### config.mk
export PLATFORM = sky130hd
export DESIGN_NAME = config_menu_ctrl
export DESIGN_NICKNAME = d
export VERILOG_FILES = /design/src/rtl/config_pkg.sv /design/src/rtl/config_menu_ctrl_btn_repeat.sv /design/src/rtl/config_menu_ctrl.sv
export SDC_FILE = /design/constraint.sdc
export NUM_CORES = 1
export LEC_CHECK = 0
export CAP_MARGIN = 20
export CELL_PAD_IN_SITES_DETAIL_PLACEMENT = 1
export CELL_PAD_IN_SITES_GLOBAL_PLACEMENT = 1
export CORE_MARGIN = 1
export CORE_UTILIZATION = 38
export DETAILED_ROUTE_END_ITERATION = 8
export PLACE_DENSITY_LB_ADDON = 0.1
export SETUP_SLACK_MARGIN = 0.05
export SLEW_MARGIN = 20
export SYNTH_ARGS = -nofsm -noshare
export SYNTH_HDL_FRONTEND = slang
export SYNTH_HIERARCHICAL = 1
export SYNTH_SLANG_ARGS = --single-unit
### constraint.sdc
create_clock -name clk_in -period 2.3 [get_ports clk_in]
set_input_delay 0.23 -clock clk_in [delete_from_list [all_inputs] [get_ports clk_in]]
set_output_delay 0.23 -clock clk_in [all_outputs]
set_load 0.01 [all_outputs]
### src/rtl/config_pkg.sv
// Shared types and constants for the config menu overlay (controller and config_video).
package config_pkg;

  localparam int CFG_V_ACTIVE     = 720;
  localparam int CFG_NUM_ITEMS    = 4;
  localparam int CFG_VAL_WIDTH    = 3;
  localparam int CFG_NUM_VALS     = 8;
  localparam int CFG_REPEAT_DELAY = 20;
  localparam int CFG_REPEAT_RATE  = 4;
  localparam int CFG_HCOUNT_W     = 11;
  localparam int CFG_VCOUNT_W     = 10;

  typedef enum logic [1:0] {
    HIDDEN,
    SHOWN,
    COMMIT
  } menu_state_t;

  typedef enum logic [2:0] {
    ACT_NONE,
    ACT_START,
    ACT_UP,
    ACT_DOWN,
    ACT_LEFT,
    ACT_RIGHT
  } menu_action_t;

endpackage

### src/rtl/config_menu_ctrl_btn_repeat.sv
// One button: rising-edge capture into a pending bit held until the next frame tick,
// plus an optional held-frame counter that synthesizes auto-repeat presses.
module btn_repeat #(
  parameter int REPEAT_DELAY = 20,
  parameter int REPEAT_RATE  = 4
) (
  input  logic clk_in,
  input  logic rst_in,
  input  logic tick_in,
  input  logic discard_in,
  input  logic btn_in,
  output logic press_out
);

  logic btn_prev_q;
  logic pending_q, pending_d;
  logic rise;
  logic repeat_fire;

  assign rise = btn_in & ~btn_prev_q;

  // NOTE: defaults first, so every path assigns the signal and no latch is inferred.
  always_comb begin
    pending_d = pending_q | rise;
    if (tick_in || discard_in) pending_d = 1'b0;
  end

  // An edge arriving on the tick cycle itself is honoured on that tick.
  assign press_out = tick_in & ~discard_in & (pending_q | rise | repeat_fire);

  // NOTE: clocked state uses <= so every flop samples pre-edge values.
  always_ff @(posedge clk_in or posedge rst_in) begin
    if (rst_in) begin
      btn_prev_q <= 1'b0;
      pending_q  <= 1'b0;
    end else begin
      btn_prev_q <= btn_in;
      pending_q  <= pending_d;
    end
  end

  generate
    if (REPEAT_DELAY > 0) begin : g_repeat
      localparam int CNT_W = $clog2(REPEAT_DELAY + 1);
      logic [CNT_W-1:0] cnt_q, cnt_d;

      // After the first repeat the counter reloads so the next one lands REPEAT_RATE ticks later.
      always_comb begin
        cnt_d       = cnt_q;
        repeat_fire = 1'b0;
        if (!btn_in) begin
          cnt_d = '0;
        end else if (tick_in) begin
          if (cnt_q == CNT_W'(REPEAT_DELAY - 1)) begin
            repeat_fire = 1'b1;
            cnt_d       = CNT_W'(REPEAT_DELAY - REPEAT_RATE);
          end else begin
            cnt_d = cnt_q + CNT_W'(1);
          end
        end
      end

      always_ff @(posedge clk_in or posedge rst_in) begin
        if (rst_in) cnt_q <= '0;
        else        cnt_q <= cnt_d;
      end
    end else begin : g_no_repeat
      assign repeat_fire = 1'b0;
    end
  endgenerate

endmodule

### src/rtl/config_menu_ctrl.sv
// Config menu sequencer: frame-tick navigation of cursor/values and a valid/ready
// commit of the edited values when the menu is closed.
module config_menu_ctrl
  import config_pkg::*;
#(
  parameter int NUM_ITEMS    = CFG_NUM_ITEMS,
  parameter int VAL_WIDTH    = CFG_VAL_WIDTH,
  parameter int NUM_VALS     = CFG_NUM_VALS,
  parameter int V_ACTIVE     = CFG_V_ACTIVE,
  parameter int REPEAT_DELAY = CFG_REPEAT_DELAY,
  parameter int REPEAT_RATE  = CFG_REPEAT_RATE
) (
  input  logic                             clk_in,
  input  logic                             rst_in,
  input  logic [10:0]                      hcount_in,
  input  logic [9:0]                       vcount_in,
  input  logic                             btn_up_in,
  input  logic                             btn_down_in,
  input  logic                             btn_left_in,
  input  logic                             btn_right_in,
  input  logic                             btn_start_in,
  output logic                             menu_active_out,
  output logic [$clog2(NUM_ITEMS)-1:0]     cursor_out,
  output logic [NUM_ITEMS*VAL_WIDTH-1:0]   values_out,
  output logic                             cfg_valid_out,
  input  logic                             cfg_ready_in,
  output logic [NUM_ITEMS*VAL_WIDTH-1:0]   cfg_data_out
);

  localparam int CUR_W = $clog2(NUM_ITEMS);
  localparam logic [CUR_W-1:0]     CUR_LAST = CUR_W'(NUM_ITEMS - 1);
  localparam logic [VAL_WIDTH-1:0] VAL_MAX  = VAL_WIDTH'(NUM_VALS - 1);

  typedef logic [NUM_ITEMS-1:0][VAL_WIDTH-1:0] val_vec_t;

  menu_state_t      state_q, state_d;
  menu_action_t     action;
  logic             tick;
  logic             discard;
  logic             commit_ack;
  logic             press_start, press_up, press_down, press_left, press_right;
  logic [CUR_W-1:0] cursor_q, cursor_d;
  val_vec_t         working_q, working_d;
  val_vec_t         committed_q, committed_d;
  val_vec_t         cfg_data_q, cfg_data_d;
  logic             menu_active_q, menu_active_d;
  logic             cfg_valid_q, cfg_valid_d;

  assign tick       = (hcount_in == '0) && (vcount_in == 10'(V_ACTIVE));
  assign discard    = (state_q == COMMIT);
  assign commit_ack = cfg_valid_q && cfg_ready_in;

  btn_repeat #(.REPEAT_DELAY(0), .REPEAT_RATE(1)) u_start (
    .clk_in, .rst_in, .tick_in(tick), .discard_in(discard), .btn_in(btn_start_in), .press_out(press_start));
  btn_repeat #(.REPEAT_DELAY(REPEAT_DELAY), .REPEAT_RATE(REPEAT_RATE)) u_up (
    .clk_in, .rst_in, .tick_in(tick), .discard_in(discard), .btn_in(btn_up_in), .press_out(press_up));
  btn_repeat #(.REPEAT_DELAY(REPEAT_DELAY), .REPEAT_RATE(REPEAT_RATE)) u_down (
    .clk_in, .rst_in, .tick_in(tick), .discard_in(discard), .btn_in(btn_down_in), .press_out(press_down));
  btn_repeat #(.REPEAT_DELAY(REPEAT_DELAY), .REPEAT_RATE(REPEAT_RATE)) u_left (
    .clk_in, .rst_in, .tick_in(tick), .discard_in(discard), .btn_in(btn_left_in), .press_out(press_left));
  btn_repeat #(.REPEAT_DELAY(REPEAT_DELAY), .REPEAT_RATE(REPEAT_RATE)) u_right (
    .clk_in, .rst_in, .tick_in(tick), .discard_in(discard), .btn_in(btn_right_in), .press_out(press_right));

  // One action per tick; lower-priority presses on the same tick are dropped.
  always_comb begin
    action = ACT_NONE;
    if      (press_start) action = ACT_START;
    else if (press_up)    action = ACT_UP;
    else if (press_down)  action = ACT_DOWN;
    else if (press_left)  action = ACT_LEFT;
    else if (press_right) action = ACT_RIGHT;
  end

  always_ff @(posedge clk_in or posedge rst_in) begin
    if (rst_in) state_q <= HIDDEN;
    else        state_q <= state_d;
  end

  always_comb begin
    state_d = state_q;
    unique case (state_q)
      HIDDEN:  if (action == ACT_START) state_d = SHOWN;
      SHOWN:   if (action == ACT_START) state_d = COMMIT;
      COMMIT:  if (commit_ack)          state_d = HIDDEN;
      default: state_d = HIDDEN;
    endcase
  end

  always_comb begin
    cursor_d    = cursor_q;
    working_d   = working_q;
    committed_d = committed_q;
    cfg_data_d  = cfg_data_q;
    unique case (state_q)
      HIDDEN: begin
        if (action == ACT_START) begin
          cursor_d  = '0;
          working_d = committed_q;
        end
      end
      SHOWN: begin
        unique case (action)
          ACT_UP:    cursor_d = (cursor_q == '0) ? CUR_LAST : cursor_q - CUR_W'(1);
          ACT_DOWN:  cursor_d = (cursor_q == CUR_LAST) ? '0 : cursor_q + CUR_W'(1);
          ACT_LEFT:  if (working_q[cursor_q] != '0)
                       working_d[cursor_q] = working_q[cursor_q] - VAL_WIDTH'(1);
          ACT_RIGHT: if (working_q[cursor_q] < VAL_MAX)
                       working_d[cursor_q] = working_q[cursor_q] + VAL_WIDTH'(1);
          ACT_START: cfg_data_d = working_q;
          default:   ;
        endcase
      end
      COMMIT:  if (commit_ack) committed_d = working_q;
      default: ;
    endcase
    menu_active_d = (state_d != HIDDEN);
    cfg_valid_d   = (state_d == COMMIT);
  end

  // NOTE: the value arrays are ordinary flops, so they take the async reset like any other register.
  always_ff @(posedge clk_in or posedge rst_in) begin
    if (rst_in) begin
      cursor_q      <= '0;
      working_q     <= '0;
      committed_q   <= '0;
      cfg_data_q    <= '0;
      menu_active_q <= 1'b0;
      cfg_valid_q   <= 1'b0;
    end else begin
      cursor_q      <= cursor_d;
      working_q     <= working_d;
      committed_q   <= committed_d;
      cfg_data_q    <= cfg_data_d;
      menu_active_q <= menu_active_d;
      cfg_valid_q   <= cfg_valid_d;
    end
  end

  assign menu_active_out = menu_active_q;
  assign cursor_out      = cursor_q;
  assign values_out      = working_q;
  assign cfg_valid_out   = cfg_valid_q;
  assign cfg_data_out    = cfg_data_q;

endmodule

==> impl_metrics.xml, run 1 <==
<?xml version="1.0" encoding="UTF-8"?>
<metrics>
  <group name="outcome">
    <metric name="outcome" unit="">complete, but fails checks</metric>
    <metric name="violations" unit="">negative setup slack</metric>
  </group>
  <group name="detailed_routing">
    <metric name="drt.antenna.violating_nets" unit="">0</metric>
    <metric name="detail_route.wl_per_cell" unit="µm">17.74</metric>
    <metric name="wirelength" unit="µm">10580</metric>
    <metric name="drt_drc_violations_left" unit="">0</metric>
    <metric name="initialDrtViolationCount" unit="">117</metric>
    <metric name="count_of_vias_placed_by_the_detailed_router" unit="">3123</metric>
    <metric name="vias_per_cell" unit="">5.240</metric>
    <metric name="drtPass1Iterations" unit="">4</metric>
  </group>
  <group name="global_routing">
    <metric name="via_count_of_the_first_global_routing_pass" unit="">3409</metric>
    <metric name="antenna_found_initial" unit="">0</metric>
    <metric name="grt_first_pass_wirelength" unit="µm">17020</metric>
    <metric name="grt-ovfl-total" unit="">0</metric>
    <metric name="grt.total_usage" unit="%">22.49</metric>
    <metric name="largest_net_degree_at_the_start_of_global_routing" unit="">25</metric>
  </group>
  <group name="pwr">
    <metric name="total_power" unit="mW">2.516</metric>
    <metric name="powerDensity" unit="nW/µm²">464.3</metric>
    <metric name="max-vdd-ir-drop" unit="µV">248.8</metric>
    <metric name="power_leakage" unit="nW">2.629</metric>
  </group>
  <group name="setup_path">
    <metric name="type_of_element_capturing_the_critical_path" unit="">register</metric>
    <metric name="worst_r2r_startpoint" unit="">u_left/g_repeat.cnt_q[0]</metric>
    <metric name="reg2reg_depth" unit="">9</metric>
    <metric name="worst_r2r_endpoint" unit="">values_out[4]</metric>
    <metric name="cp_data_required_time" unit="ps">2550</metric>
    <metric name="worst_ep_arrival_time" unit="ps">2970</metric>
    <metric name="r2r_setup_slack" unit="ps">-330</metric>
    <metric name="critical_path_class" unit="">input port to register</metric>
    <metric name="setup.worst_path.start_class" unit="">input port</metric>
    <metric name="critPathMaxFanout" unit="">5</metric>
  </group>
  <group name="placement">
    <metric name="gp_congestion" unit="">0.7972</metric>
    <metric name="placed_cells_incl_taps" unit="">566</metric>
    <metric name="i_o_buffers" unit="">56</metric>
    <metric name="dpl_worst_slack" unit="ps">-1129</metric>
    <metric name="dp_hpwl" unit="µm">7222</metric>
  </group>
  <group name="synthesis">
    <metric name="yosys-top-cells-area" unit="">sky130_fd_sc_hd__dfrtp_1 (49%), sky130_fd_sc_hd__mux2_2 (5.5%), sky130_fd_sc_hd__ha_1 (3.7%)</metric>
    <metric name="main_combinational_cell_family_by_area_after_synthesis" unit="">simple AND/OR/NAND/NOR gates</metric>
    <metric name="synth_fa_ha_area_share" unit="%">3.739</metric>
    <metric name="number_of_synthesis_warnings" unit="">6</metric>
    <metric name="synthesized_area_fraction_occupied_by_xor_and_xnor_cells" unit="%">1.666</metric>
    <metric name="number_of_enable_type_register_cells_in_the_synthesized_netlist" unit="">0</metric>
    <metric name="synth.net_count" unit="">368</metric>
    <metric name="synth_area" unit="µm²">3681</metric>
    <metric name="synth_mux_area_share" unit="%">11.08</metric>
    <metric name="synth.ff_latch_count" unit="">72</metric>
    <metric name="synth_top_cell_area_share" unit="%">48.95</metric>
    <metric name="synth.yosys.seq_area_share" unit="%">48.95</metric>
    <metric name="synthCells" unit="">328</metric>
    <metric name="synthesis.area_per_instance" unit="µm²">11.22</metric>
    <metric name="synth-async-reset-ratio" unit="%">100.0</metric>
    <metric name="ys_dominant_reg_cell" unit="">sky130_fd_sc_hd__dfrtp_1</metric>
    <metric name="synth.distinct_cells" unit="">50</metric>
    <metric name="synth_compound_gate_area_share" unit="%">10.61</metric>
    <metric name="synth.largest_area_cell" unit="">sky130_fd_sc_hd__dfrtp_1</metric>
    <metric name="synth-simple-area-share" unit="%">20.12</metric>
  </group>
  <group name="clock_network">
    <metric name="cts_inserted_buffers" unit="">9</metric>
    <metric name="clk_pin_slew_worst_paths" unit="ps">80</metric>
    <metric name="cts_hold_buf" unit="">0</metric>
    <metric name="clock_insertion_delay_worst_skew" unit="ps">370</metric>
    <metric name="clock_tree.htree_level_count" unit="">3</metric>
    <metric name="clockRootBuffer" unit="">sky130_fd_sc_hd__clkbuf_8</metric>
    <metric name="tritoncts" unit="">done</metric>
    <metric name="cts.path.max_buffers" unit="">2</metric>
    <metric name="cts.sinks" unit="">72</metric>
  </group>
  <group name="sta">
    <metric name="max_freq" unit="MHz">368.4</metric>
    <metric name="final_max_slew_viol_count" unit="">0</metric>
    <metric name="finalCritPeriodShare" unit="%">118.0</metric>
    <metric name="layout_setup_ws" unit="ps">-414.7</metric>
    <metric name="hold_ws" unit="ps">247.3</metric>
    <metric name="setup_violations" unit="">24</metric>
    <metric name="skew" unit="ps">12.13</metric>
    <metric name="slew_headroom" unit="%">43.28</metric>
    <metric name="timing_worst_slew_pin_value" unit="ps">849.0</metric>
    <metric name="finalWorstPathRequiredPeriod" unit="ps">2715</metric>
    <metric name="rsz_0062_raised_after_global_routing" unit="">true</metric>
    <metric name="timing_hold_violations_final" unit="">0</metric>
  </group>
  <group name="floorplan">
    <metric name="die-width" unit="µm">100.4</metric>
    <metric name="die_height" unit="µm">100.4</metric>
    <metric name="start_util" unit="%">39.46</metric>
    <metric name="pin_count" unit="">57</metric>
    <metric name="die_area" unit="µm²">10080</metric>
    <metric name="core_area" unit="µm²">9328</metric>
    <metric name="rows" unit="">35</metric>
  </group>
  <group name="job">
    <metric name="max_cap_viol_count" unit="">0</metric>
  </group>
  <group name="layout">
    <metric name="nNetsFinal" unit="">502</metric>
    <metric name="post_route_core_utilization" unit="%">58.11</metric>
    <metric name="antenna-diode-count" unit="">0</metric>
    <metric name="fin_cells" unit="">596</metric>
    <metric name="drive_above_1_share" unit="%">37.69</metric>
    <metric name="layout_overhead_on_the_synthesized_area" unit="%">47.25</metric>
  </group>
  <group name="worst_hold_path">
    <metric name="worstHoldPathType" unit="">input port to async pin</metric>
  </group>
</metrics>
==> Yosys cell counts, types with 6 or more instances <==
library cell,count
sky130_fd_sc_hd__a211oi_1,6
sky130_fd_sc_hd__nor2_1,14
sky130_fd_sc_hd__xor2_1,7
sky130_fd_sc_hd__nand2b_1,16
sky130_fd_sc_hd__mux2i_1,13
sky130_fd_sc_hd__nand4_1,10
sky130_fd_sc_hd__or3_1,6
sky130_fd_sc_hd__o221a_2,6
sky130_fd_sc_hd__nand2_1,32
sky130_fd_sc_hd__dfrtp_1,72
sky130_fd_sc_hd__nor2b_1,14
sky130_fd_sc_hd__ha_1,11
sky130_fd_sc_hd__mux2_2,18
sky130_fd_sc_hd__inv_1,16
sky130_fd_sc_hd__o21ai_0,10
sky130_fd_sc_hd__and2_1,8
==> cell usage in the layout, fill, tap and decap left out, types with 5 or more instances in the layout <==
cell / count
sky130_fd_sc_hd__and2_1: 8
sky130_fd_sc_hd__nor2b_1: 11
sky130_fd_sc_hd__nand4b_1: 5
sky130_fd_sc_hd__nand4_1: 10
sky130_fd_sc_hd__buf_4: 71
sky130_fd_sc_hd__a211oi_2: 6
sky130_fd_sc_hd__ha_1: 11
sky130_fd_sc_hd__mux2_2: 18
sky130_fd_sc_hd__mux2i_1: 13
sky130_fd_sc_hd__buf_2: 8
sky130_fd_sc_hd__nand2b_1: 15
sky130_fd_sc_hd__or3_1: 6
sky130_fd_sc_hd__buf_6: 7
sky130_fd_sc_hd__nor2_1: 11
sky130_fd_sc_hd__nand2_1: 28
sky130_fd_sc_hd__dfrtp_1: 72
sky130_fd_sc_hd__clkbuf_8: 9
sky130_fd_sc_hd__clkdlybuf4s50_1: 38
sky130_fd_sc_hd__inv_1: 15
sky130_fd_sc_hd__xor2_1: 7
sky130_fd_sc_hd__o21a_1: 5
==> critical path, stage by stage <==
cell and delay [ps]:
sky130_fd_sc_hd__clkdlybuf4s50_1 450, sky130_fd_sc_hd__nand2_1 80, sky130_fd_sc_hd__nor4_4 300, sky130_fd_sc_hd__buf_4 170, sky130_fd_sc_hd__nor2b_4 120, sky130_fd_sc_hd__o221a_1 180, sky130_fd_sc_hd__or2b_1 260, sky130_fd_sc_hd__a21oi_2 200
sky130_fd_sc_hd__o2111ai_2 220, sky130_fd_sc_hd__and3_4 260, sky130_fd_sc_hd__a21o_4 210, sky130_fd_sc_hd__o221a_4 270
==> sequential cells by signal (all words and copies together) (netlist names) <==
name / count
cfg_data_out: 12
committed_q: 12
values_out: 12
u_down/g_repeat.cnt_q: 5
u_left/g_repeat.cnt_q: 5
u_right/g_repeat.cnt_q: 5
u_up/g_repeat.cnt_q: 5
cursor_out: 2
state_q: 2
cfg_valid_out: 1
menu_active_out: 1
u_down/btn_prev_q: 1
u_down/pending_q: 1
u_left/btn_prev_q: 1
u_left/pending_q: 1
u_right/btn_prev_q: 1
u_right/pending_q: 1
u_start/btn_prev_q: 1
u_start/pending_q: 1
u_up/btn_prev_q: 1
u_up/pending_q: 1
==> logic make-up (layout without fill, tap and decap cells) <==
| kind of cell | Yosys count | after routing |
|---|---|---|
| buf+inv | 29 | 167 |
| compound gates | 49 | 49 |
| fa+ha+maj | 11 | 11 |
| mux | 34 | 34 |
| simple gates | 126 | 127 |
| xor+xnor | 7 | 7 |
| flops | 72 | 72 |
==> through the flow <==
stage	TNS (ps)	instance area [µm²]
after floorplan	-7523	3707
after global placement	-23380	4880
after detailed placement	-24860	4880
after CTS	-2877	5319
after global routing	-8218	5420
final	-4841	5420
==> final cells by class <==
cell class | instances | area, µm²
Tap cell | 129 | 161.4
Clock inverter | 6 | 92.59
Inverter | 16 | 60.06
Sequential cell | 72 | 1802
Multi-Input combinational cell | 228 | 1981
Timing Repair Buffer | 135 | 1196
Fill cell | 1020 | 3908
Clock buffer | 10 | 127.6
==> routing by layer <==
layer  track usage [%]  vias up  wire (µm)
li1                  -     1441          -
met1             25.51     1596       4235
met2             40.89       65       5730
met3             4.039       21        312
met4             10.48        0        298
met5                 0        -          0
==> power by group <==
part           internal [mW]  switching [mW]  leakage, nW  total (mW)
logic                 0.0513          0.0580         1.58       0.109
clock network          0.616           0.519        0.103        1.14
registers               1.27         0.00221        0.948        1.27
total                   1.94           0.580         2.63        2.52
==> worst max path at each step <==
stage / startpoint / to / slack [ps] / cells past startpoint
after floorplan: vcount_in[5] / values_out[6] / -670 / 12
after global placement: vcount_in[5] / values_out[4] / -1060 / 12
after detailed placement: hcount_in[1] / values_out[5] / -1130 / 13
after CTS: hcount_in[2] / values_out[4] / -280 / 13
after global routing: hcount_in[1] / values_out[4] / -540 / 13
final: vcount_in[7] / values_out[4] / -410 / 12
==> repair_timing <==
item                                   in CTS  in global routing
endpoints found under the hold margin       0                  0
gates resized for setup                    84                 21
pin swaps                                  18                 11
buffers inserted                            9                  3
cloned                                      2                  0
setup endpoints to repair                  29                 27
Note: power is estimated with default switching activity, not from simulation.
==> run 2: changes to the inputs <==
- CORE_ASPECT_RATIO: not set -> 1.5
- CTS_BUF_LIST: not set -> sky130_fd_sc_hd__clkbuf_4 sky130_fd_sc_hd__clkbuf_8 sky130_fd_sc_hd__clkbuf_16
==> impl_metrics.xml, run 2 (synthesis results as in run 1) <==
<?xml version="1.0" encoding="UTF-8"?>
<metrics>
  <group name="setup_path">
    <metric name="type_of_element_capturing_the_critical_path" unit="">register</metric>
    <metric name="critPathMaxFanout" unit="">5</metric>
    <metric name="cp_data_required_time" unit="ps">2510</metric>
    <metric name="setup.worst_path.start_class" unit="">register</metric>
    <metric name="worst_ep_arrival_time" unit="ps">2940</metric>
    <metric name="critical_path_class" unit="">register to register</metric>
  </group>
  <group name="global_routing">
    <metric name="grt.total_usage" unit="%">22.83</metric>
    <metric name="antenna_found_initial" unit="">0</metric>
    <metric name="grt-ovfl-total" unit="">0</metric>
    <metric name="grt_first_pass_wirelength" unit="µm">16970</metric>
    <metric name="largest_net_degree_at_the_start_of_global_routing" unit="">28</metric>
    <metric name="via_count_of_the_first_global_routing_pass" unit="">3461</metric>
  </group>
  <group name="detailed_routing">
    <metric name="count_of_vias_placed_by_the_detailed_router" unit="">3095</metric>
    <metric name="detail_route.wl_per_cell" unit="µm">18.11</metric>
    <metric name="drt_drc_violations_left" unit="">0</metric>
    <metric name="drtPass1Iterations" unit="">6</metric>
    <metric name="initialDrtViolationCount" unit="">83</metric>
    <metric name="wirelength" unit="µm">10520</metric>
    <metric name="vias_per_cell" unit="">5.327</metric>
    <metric name="drt.antenna.violating_nets" unit="">0</metric>
  </group>
  <group name="sta">
    <metric name="max_freq" unit="MHz">367.2</metric>
    <metric name="layout_setup_ws" unit="ps">-423.3</metric>
    <metric name="finalWorstPathRequiredPeriod" unit="ps">2723</metric>
    <metric name="rsz_0062_raised_after_global_routing" unit="">true</metric>
    <metric name="final_max_slew_viol_count" unit="">0</metric>
    <metric name="slew_headroom" unit="%">45.73</metric>
    <metric name="timing_worst_slew_pin_value" unit="ps">812.4</metric>
    <metric name="finalCritPeriodShare" unit="%">118.4</metric>
    <metric name="skew" unit="ps">5.054</metric>
    <metric name="hold_ws" unit="ps">269.3</metric>
    <metric name="timing_hold_violations_final" unit="">0</metric>
    <metric name="setup_violations" unit="">14</metric>
  </group>
  <group name="job">
    <metric name="max_cap_viol_count" unit="">0</metric>
  </group>
  <group name="placement">
    <metric name="i_o_buffers" unit="">56</metric>
    <metric name="gp_congestion" unit="">0.8206</metric>
    <metric name="dpl_worst_slack" unit="ps">-1145</metric>
    <metric name="dp_hpwl" unit="µm">7376</metric>
    <metric name="placed_inst_area" unit="µm²">4888</metric>
  </group>
  <group name="pwr">
    <metric name="power_leakage" unit="nW">2.656</metric>
    <metric name="max-vdd-ir-drop" unit="µV">430.9</metric>
    <metric name="total_power" unit="mW">2.796</metric>
    <metric name="powerDensity" unit="nW/µm²">516.4</metric>
  </group>
  <group name="layout">
    <metric name="nNetsFinal" unit="">504</metric>
    <metric name="final.fill_count" unit="">986</metric>
    <metric name="antenna-diode-count" unit="">0</metric>
    <metric name="finish.instance_area" unit="µm²">5414</metric>
    <metric name="final_cell_mix" unit="">sky130_fd_sc_hd__dfrtp_1 (72), sky130_fd_sc_hd__buf_4 (72), sky130_fd_sc_hd__clkdlybuf4s50_1 (38)</metric>
    <metric name="drive_above_1_share" unit="%">35.82</metric>
    <metric name="layout_overhead_on_the_synthesized_area" unit="%">47.08</metric>
  </group>
  <group name="clock_network">
    <metric name="cts.sinks" unit="">72</metric>
    <metric name="cts.path.max_buffers" unit="">2</metric>
    <metric name="cts_hold_buf" unit="">0</metric>
    <metric name="clock_tree.htree_level_count" unit="">3</metric>
    <metric name="clock_insertion_delay_worst_skew" unit="ps">330</metric>
    <metric name="cts_inserted_buffers" unit="">9</metric>
    <metric name="tritoncts" unit="">done</metric>
    <metric name="clk_pin_slew_worst_paths" unit="ps">60</metric>
    <metric name="clockRootBuffer" unit="">sky130_fd_sc_hd__clkbuf_16</metric>
  </group>
  <group name="floorplan">
    <metric name="pin_count" unit="">57</metric>
    <metric name="die-width" unit="µm">82.36</metric>
    <metric name="die_height" unit="µm">122.5</metric>
    <metric name="rows" unit="">43</metric>
    <metric name="core_area" unit="µm²">9308</metric>
    <metric name="die_area" unit="µm²">10090</metric>
    <metric name="start_util" unit="%">39.55</metric>
  </group>
  <group name="outcome">
    <metric name="outcome" unit="">complete, but fails checks</metric>
    <metric name="violations" unit="">negative setup slack</metric>
  </group>
  <group name="worst_hold_path">
    <metric name="worstHoldPathType" unit="">input port to async pin</metric>
  </group>
</metrics>
run 2: cell count changes in the layout (fill, tap and decap cells not counted), sizes merged:
cell         delta
clkbuf          +1
inv             -1
clkinv          +1
dlygate4sd2     -1
bufinv          -1
buf             +3
run 2: critical path, stage by stage (launching register included):
cell and delay [ps]:
sky130_fd_sc_hd__dfrtp_1 380, sky130_fd_sc_hd__ha_1 220, sky130_fd_sc_hd__and4bb_1 220, sky130_fd_sc_hd__o221a_1 280, sky130_fd_sc_hd__nor3_1 430, sky130_fd_sc_hd__nor3b_2 280, sky130_fd_sc_hd__nor2_2 80, sky130_fd_sc_hd__and3_4 220
sky130_fd_sc_hd__a21o_4 220, sky130_fd_sc_hd__o221a_4 250
run 2: repair_timing:
item | CTS | global route
setup buffers | 9 | 4
cloned | 2 | 0
pin swaps | 16 | 13
setup endpoints to repair | 29 | 27
gates resized for setup | 70 | 15
run 2: area by class of cell:
class	instances	area, µm²	area share (%)
Tap cell	112	140.1	2.588
Multi-Input combinational cell	228	1914	35.36
Sequential cell	72	1802	33.28
Clock buffer	11	252.7	4.668
Timing Repair Buffer	137	1190	21.98
Inverter	16	60.06	1.109
Clock inverter	5	55.05	1.017
run 2: report_power, final:
| group | switching, mW | total [mW] | internal, mW |
|---|---|---|---|
| Clock | 0.524 | 1.42 | 0.894 |
| Combinational | 0.0553 | 0.103 | 0.0480 |
| Sequential | 0.00241 | 1.27 | 1.27 |
| Total | 0.582 | 2.80 | 2.21 |
run 2: path summary, 6_finish.rpt:
check,start,endpoint,slack (ps),cells after the start
setup / recovery,u_down/g_repeat.cnt_q[0],values_out[4],-420,9
hold / removal,rst_in,u_start/btn_prev_q,270,2
setup reg to reg,u_down/g_repeat.cnt_q[0],values_out[4],-420,9
hold reg to reg,cfg_data_out[2],cfg_data_out[2],480,2
max in group asynchronous,rst_in,values_out[3],1370,3
min in group clk_in,btn_start_in,u_start/btn_prev_q,470,1
run 2: per-layer routing:
metal	vias up	wire length, µm	global-route usage (%)
met2	75	6068	42.05
met4	0	294	9.539
met5	-	0	0
li1	1440	-	-
met3	20	340	4.312
met1	1560	3817	24.71
run 2: through the flow:
step / TNS (ps) / std cells / utilization, %
floorplan: -7523 / 328 / -
global placement: -20790 / 553 / 52.52
detailed placement: -25050 / 553 / 52.52
CTS: -3483 / 579 / 57.16
global route: -7167 / 581 / 58.17
finish: -4682 / 581 / 58.17
==> run 3: changes to the inputs <==
- GPL_TIMING_DRIVEN: not set -> 1
- RECOVER_POWER: not set -> 100
- SETUP_SLACK_MARGIN: 0.05 -> not set
==> impl_metrics.xml, run 3 (synthesis results as in run 1) <==
<?xml version="1.0" encoding="UTF-8"?>
<metrics>
  <group name="outcome">
    <metric name="outcome" unit="">complete, but fails checks</metric>
    <metric name="violations" unit="">negative setup slack</metric>
  </group>
  <group name="sta">
    <metric name="finalCritPeriodShare" unit="%">117.1</metric>
    <metric name="timing_hold_violations_final" unit="">0</metric>
    <metric name="skew" unit="ps">4.310</metric>
    <metric name="rsz_0062_raised_after_global_routing" unit="">true</metric>
    <metric name="layout_setup_ws" unit="ps">-393.7</metric>
    <metric name="final_max_slew_viol_count" unit="">0</metric>
    <metric name="max_freq" unit="MHz">371.2</metric>
    <metric name="finalWorstPathRequiredPeriod" unit="ps">2694</metric>
    <metric name="timing_worst_slew_pin_value" unit="ps">717.2</metric>
    <metric name="slew_headroom" unit="%">52.19</metric>
    <metric name="setup_violations" unit="">23</metric>
  </group>
  <group name="detailed_routing">
    <metric name="drt.antenna.violating_nets" unit="">0</metric>
    <metric name="detail_route.wl_per_cell" unit="µm">17.72</metric>
    <metric name="vias_per_cell" unit="">5.261</metric>
    <metric name="drt_drc_violations_left" unit="">0</metric>
    <metric name="count_of_vias_placed_by_the_detailed_router" unit="">3041</metric>
    <metric name="drtPass1Iterations" unit="">4</metric>
    <metric name="initialDrtViolationCount" unit="">39</metric>
    <metric name="wirelength" unit="µm">10240</metric>
  </group>
  <group name="placement">
    <metric name="dpl_worst_slack" unit="ps">-1073</metric>
    <metric name="gp_congestion" unit="">0.8076</metric>
    <metric name="dp_hpwl" unit="µm">7387</metric>
    <metric name="i_o_buffers" unit="">56</metric>
  </group>
  <group name="global_routing">
    <metric name="grt-ovfl-total" unit="">0</metric>
    <metric name="via_count_of_the_first_global_routing_pass" unit="">3442</metric>
    <metric name="antenna_found_initial" unit="">0</metric>
    <metric name="largest_net_degree_at_the_start_of_global_routing" unit="">28</metric>
    <metric name="grt_first_pass_wirelength" unit="µm">16730</metric>
    <metric name="grt.total_usage" unit="%">22.85</metric>
  </group>
  <group name="pwr">
    <metric name="total_power" unit="mW">2.804</metric>
    <metric name="powerDensity" unit="nW/µm²">518.4</metric>
    <metric name="power_leakage" unit="nW">2.687</metric>
    <metric name="max-vdd-ir-drop" unit="µV">361.2</metric>
  </group>
  <group name="clock_network">
    <metric name="clk_pin_slew_worst_paths" unit="ps">60</metric>
    <metric name="tritoncts" unit="">done</metric>
    <metric name="clock_insertion_delay_worst_skew" unit="ps">340</metric>
    <metric name="cts.path.max_buffers" unit="">2</metric>
    <metric name="clockRootBuffer" unit="">sky130_fd_sc_hd__clkbuf_16</metric>
    <metric name="cts_inserted_buffers" unit="">9</metric>
    <metric name="cts.sinks" unit="">72</metric>
    <metric name="clock_tree.htree_level_count" unit="">3</metric>
    <metric name="cts_hold_buf" unit="">0</metric>
  </group>
  <group name="layout">
    <metric name="regArea" unit="µm²">1802</metric>
    <metric name="final_common_cell" unit="">sky130_fd_sc_hd__dfrtp_1</metric>
    <metric name="layout_overhead_on_the_synthesized_area" unit="%">46.94</metric>
    <metric name="final.fill_count" unit="">1005</metric>
    <metric name="multiInputGateArea" unit="µm²">1987</metric>
    <metric name="antenna-diode-count" unit="">0</metric>
    <metric name="nNetsFinal" unit="">501</metric>
    <metric name="drive_above_1_share" unit="%">37.12</metric>
    <metric name="final_cell_mix" unit="">sky130_fd_sc_hd__dfrtp_1 (72), sky130_fd_sc_hd__buf_4 (64), sky130_fd_sc_hd__nand2_1 (28)</metric>
  </group>
  <group name="setup_path">
    <metric name="crit_chain" unit="">buf_6, or4b_4, nor4_4, buf_4, nor2b_4, o221a_1, or2b_1, a21oi_2, o2111ai_2, and3_4, a21o_4, o221a_4</metric>
    <metric name="critical-path-max-stage-delay" unit="ps">530</metric>
    <metric name="reg2reg_depth" unit="">9</metric>
    <metric name="path_depth" unit="">12</metric>
    <metric name="worst_path_max_delay_cell" unit="">sky130_fd_sc_hd__or4b_4</metric>
    <metric name="setup.worst_path.start_class" unit="">input port</metric>
    <metric name="cp_data_required_time" unit="ps">2530</metric>
    <metric name="critPathMaxFanout" unit="">5</metric>
    <metric name="cp_num_buf_inv" unit="">2</metric>
    <metric name="worst_ep_arrival_time" unit="ps">2920</metric>
    <metric name="timing.critical_path.max_delay_family" unit="">simple AND/OR/NAND/NOR gates</metric>
    <metric name="type_of_element_capturing_the_critical_path" unit="">register</metric>
    <metric name="critical_path_class" unit="">input port to register</metric>
  </group>
  <group name="floorplan">
    <metric name="core_area" unit="µm²">9308</metric>
    <metric name="die_height" unit="µm">122.5</metric>
    <metric name="start_util" unit="%">39.55</metric>
    <metric name="die_area" unit="µm²">10090</metric>
    <metric name="pin_count" unit="">57</metric>
    <metric name="rows" unit="">43</metric>
    <metric name="die-width" unit="µm">82.36</metric>
  </group>
  <group name="job">
    <metric name="max_cap_viol_count" unit="">0</metric>
  </group>
  <group name="worst_hold_path">
    <metric name="worstHoldPathType" unit="">input port to async pin</metric>
  </group>
</metrics>
[run 3: changes by cell type in the layout (fill, tap and decap cells not counted), moves of 3 or more]
cell,delta
sky130_fd_sc_hd__clkbuf_1,+5
sky130_fd_sc_hd__buf_6,-3
sky130_fd_sc_hd__nor2_1,-4
sky130_fd_sc_hd__nor2b_4,+3
sky130_fd_sc_hd__and2_0,+3
sky130_fd_sc_hd__dlygate4sd3_1,+17
sky130_fd_sc_hd__nand2_1,-3
sky130_fd_sc_hd__nor2b_1,-3
sky130_fd_sc_hd__nand2_2,+3
sky130_fd_sc_hd__nor2_2,+4
sky130_fd_sc_hd__clkdlybuf4s50_1,-17
sky130_fd_sc_hd__clkbuf_2,+5
sky130_fd_sc_hd__buf_4,-8
sky130_fd_sc_hd__and2_1,-3
[run 3: final cells by class]
class	instances	share of cell area (%)
clock inverters	5	1.018
well taps	112	2.591
inverters	16	1.110
clock buffers	11	4.673
repair buffers	134	20.56
multi-input cells	228	36.73
flip-flops and latches	72	33.31
[run 3: final timing paths]
path	slack, ps	from	endpoint
worst max-delay path	-390	vcount_in[5]	values_out[4]
worst min-delay path	360	rst_in	u_start/btn_prev_q
worst max register to register	-240	u_down/g_repeat.cnt_q[0]	values_out[4]
worst min register to register	470	cfg_data_out[2]	cfg_data_out[2]
max in group asynchronous	780	rst_in	committed_q[4]
min in group clk_in	470	cfg_data_out[2]	cfg_data_out[2]
[run 3: where the power goes]
part	total (mW)	internal (mW)	switching (mW)
Sequential	1.27	1.27	0.00216
Combinational	0.0966	0.0413	0.0553
Clock	1.43	0.894	0.540
[run 3: metal layers]
metal	up-vias	GRT usage (%)	wire (µm)
li1	1437	-	-
met1	1524	23.24	3756
met2	61	42.56	5975
met3	19	4.387	285
met4	0	11.84	222
met5	-	0	0
[run 3: repair_timing]
item / 4_1_cts / 5_1_grt
buffers inserted: 7 / 4
cloned: 1 / 1
endpoints found under the setup margin: 27 / 27
pin swaps: 24 / 9
gates resized for setup: 88 / 10
[run 3: stage by stage]
step / hold slack, ps / area (µm²) / setup TNS (ps) / instances / util [%]
2_1_floorplan: -28.82 / 3706 / -7519 / 328 / -
3_3_place_gp: 463.2 / 4873 / -20080 / 551 / 52.36
3_5_place_dp: 473.6 / 4873 / -22280 / 551 / 52.36
4_1_cts: 272.2 / 5370 / -3401 / 574 / 57.70
5_1_grt: 370.5 / 5409 / -7655 / 578 / 58.11
6_report: 363.8 / 5409 / -5256 / 578 / 58.11
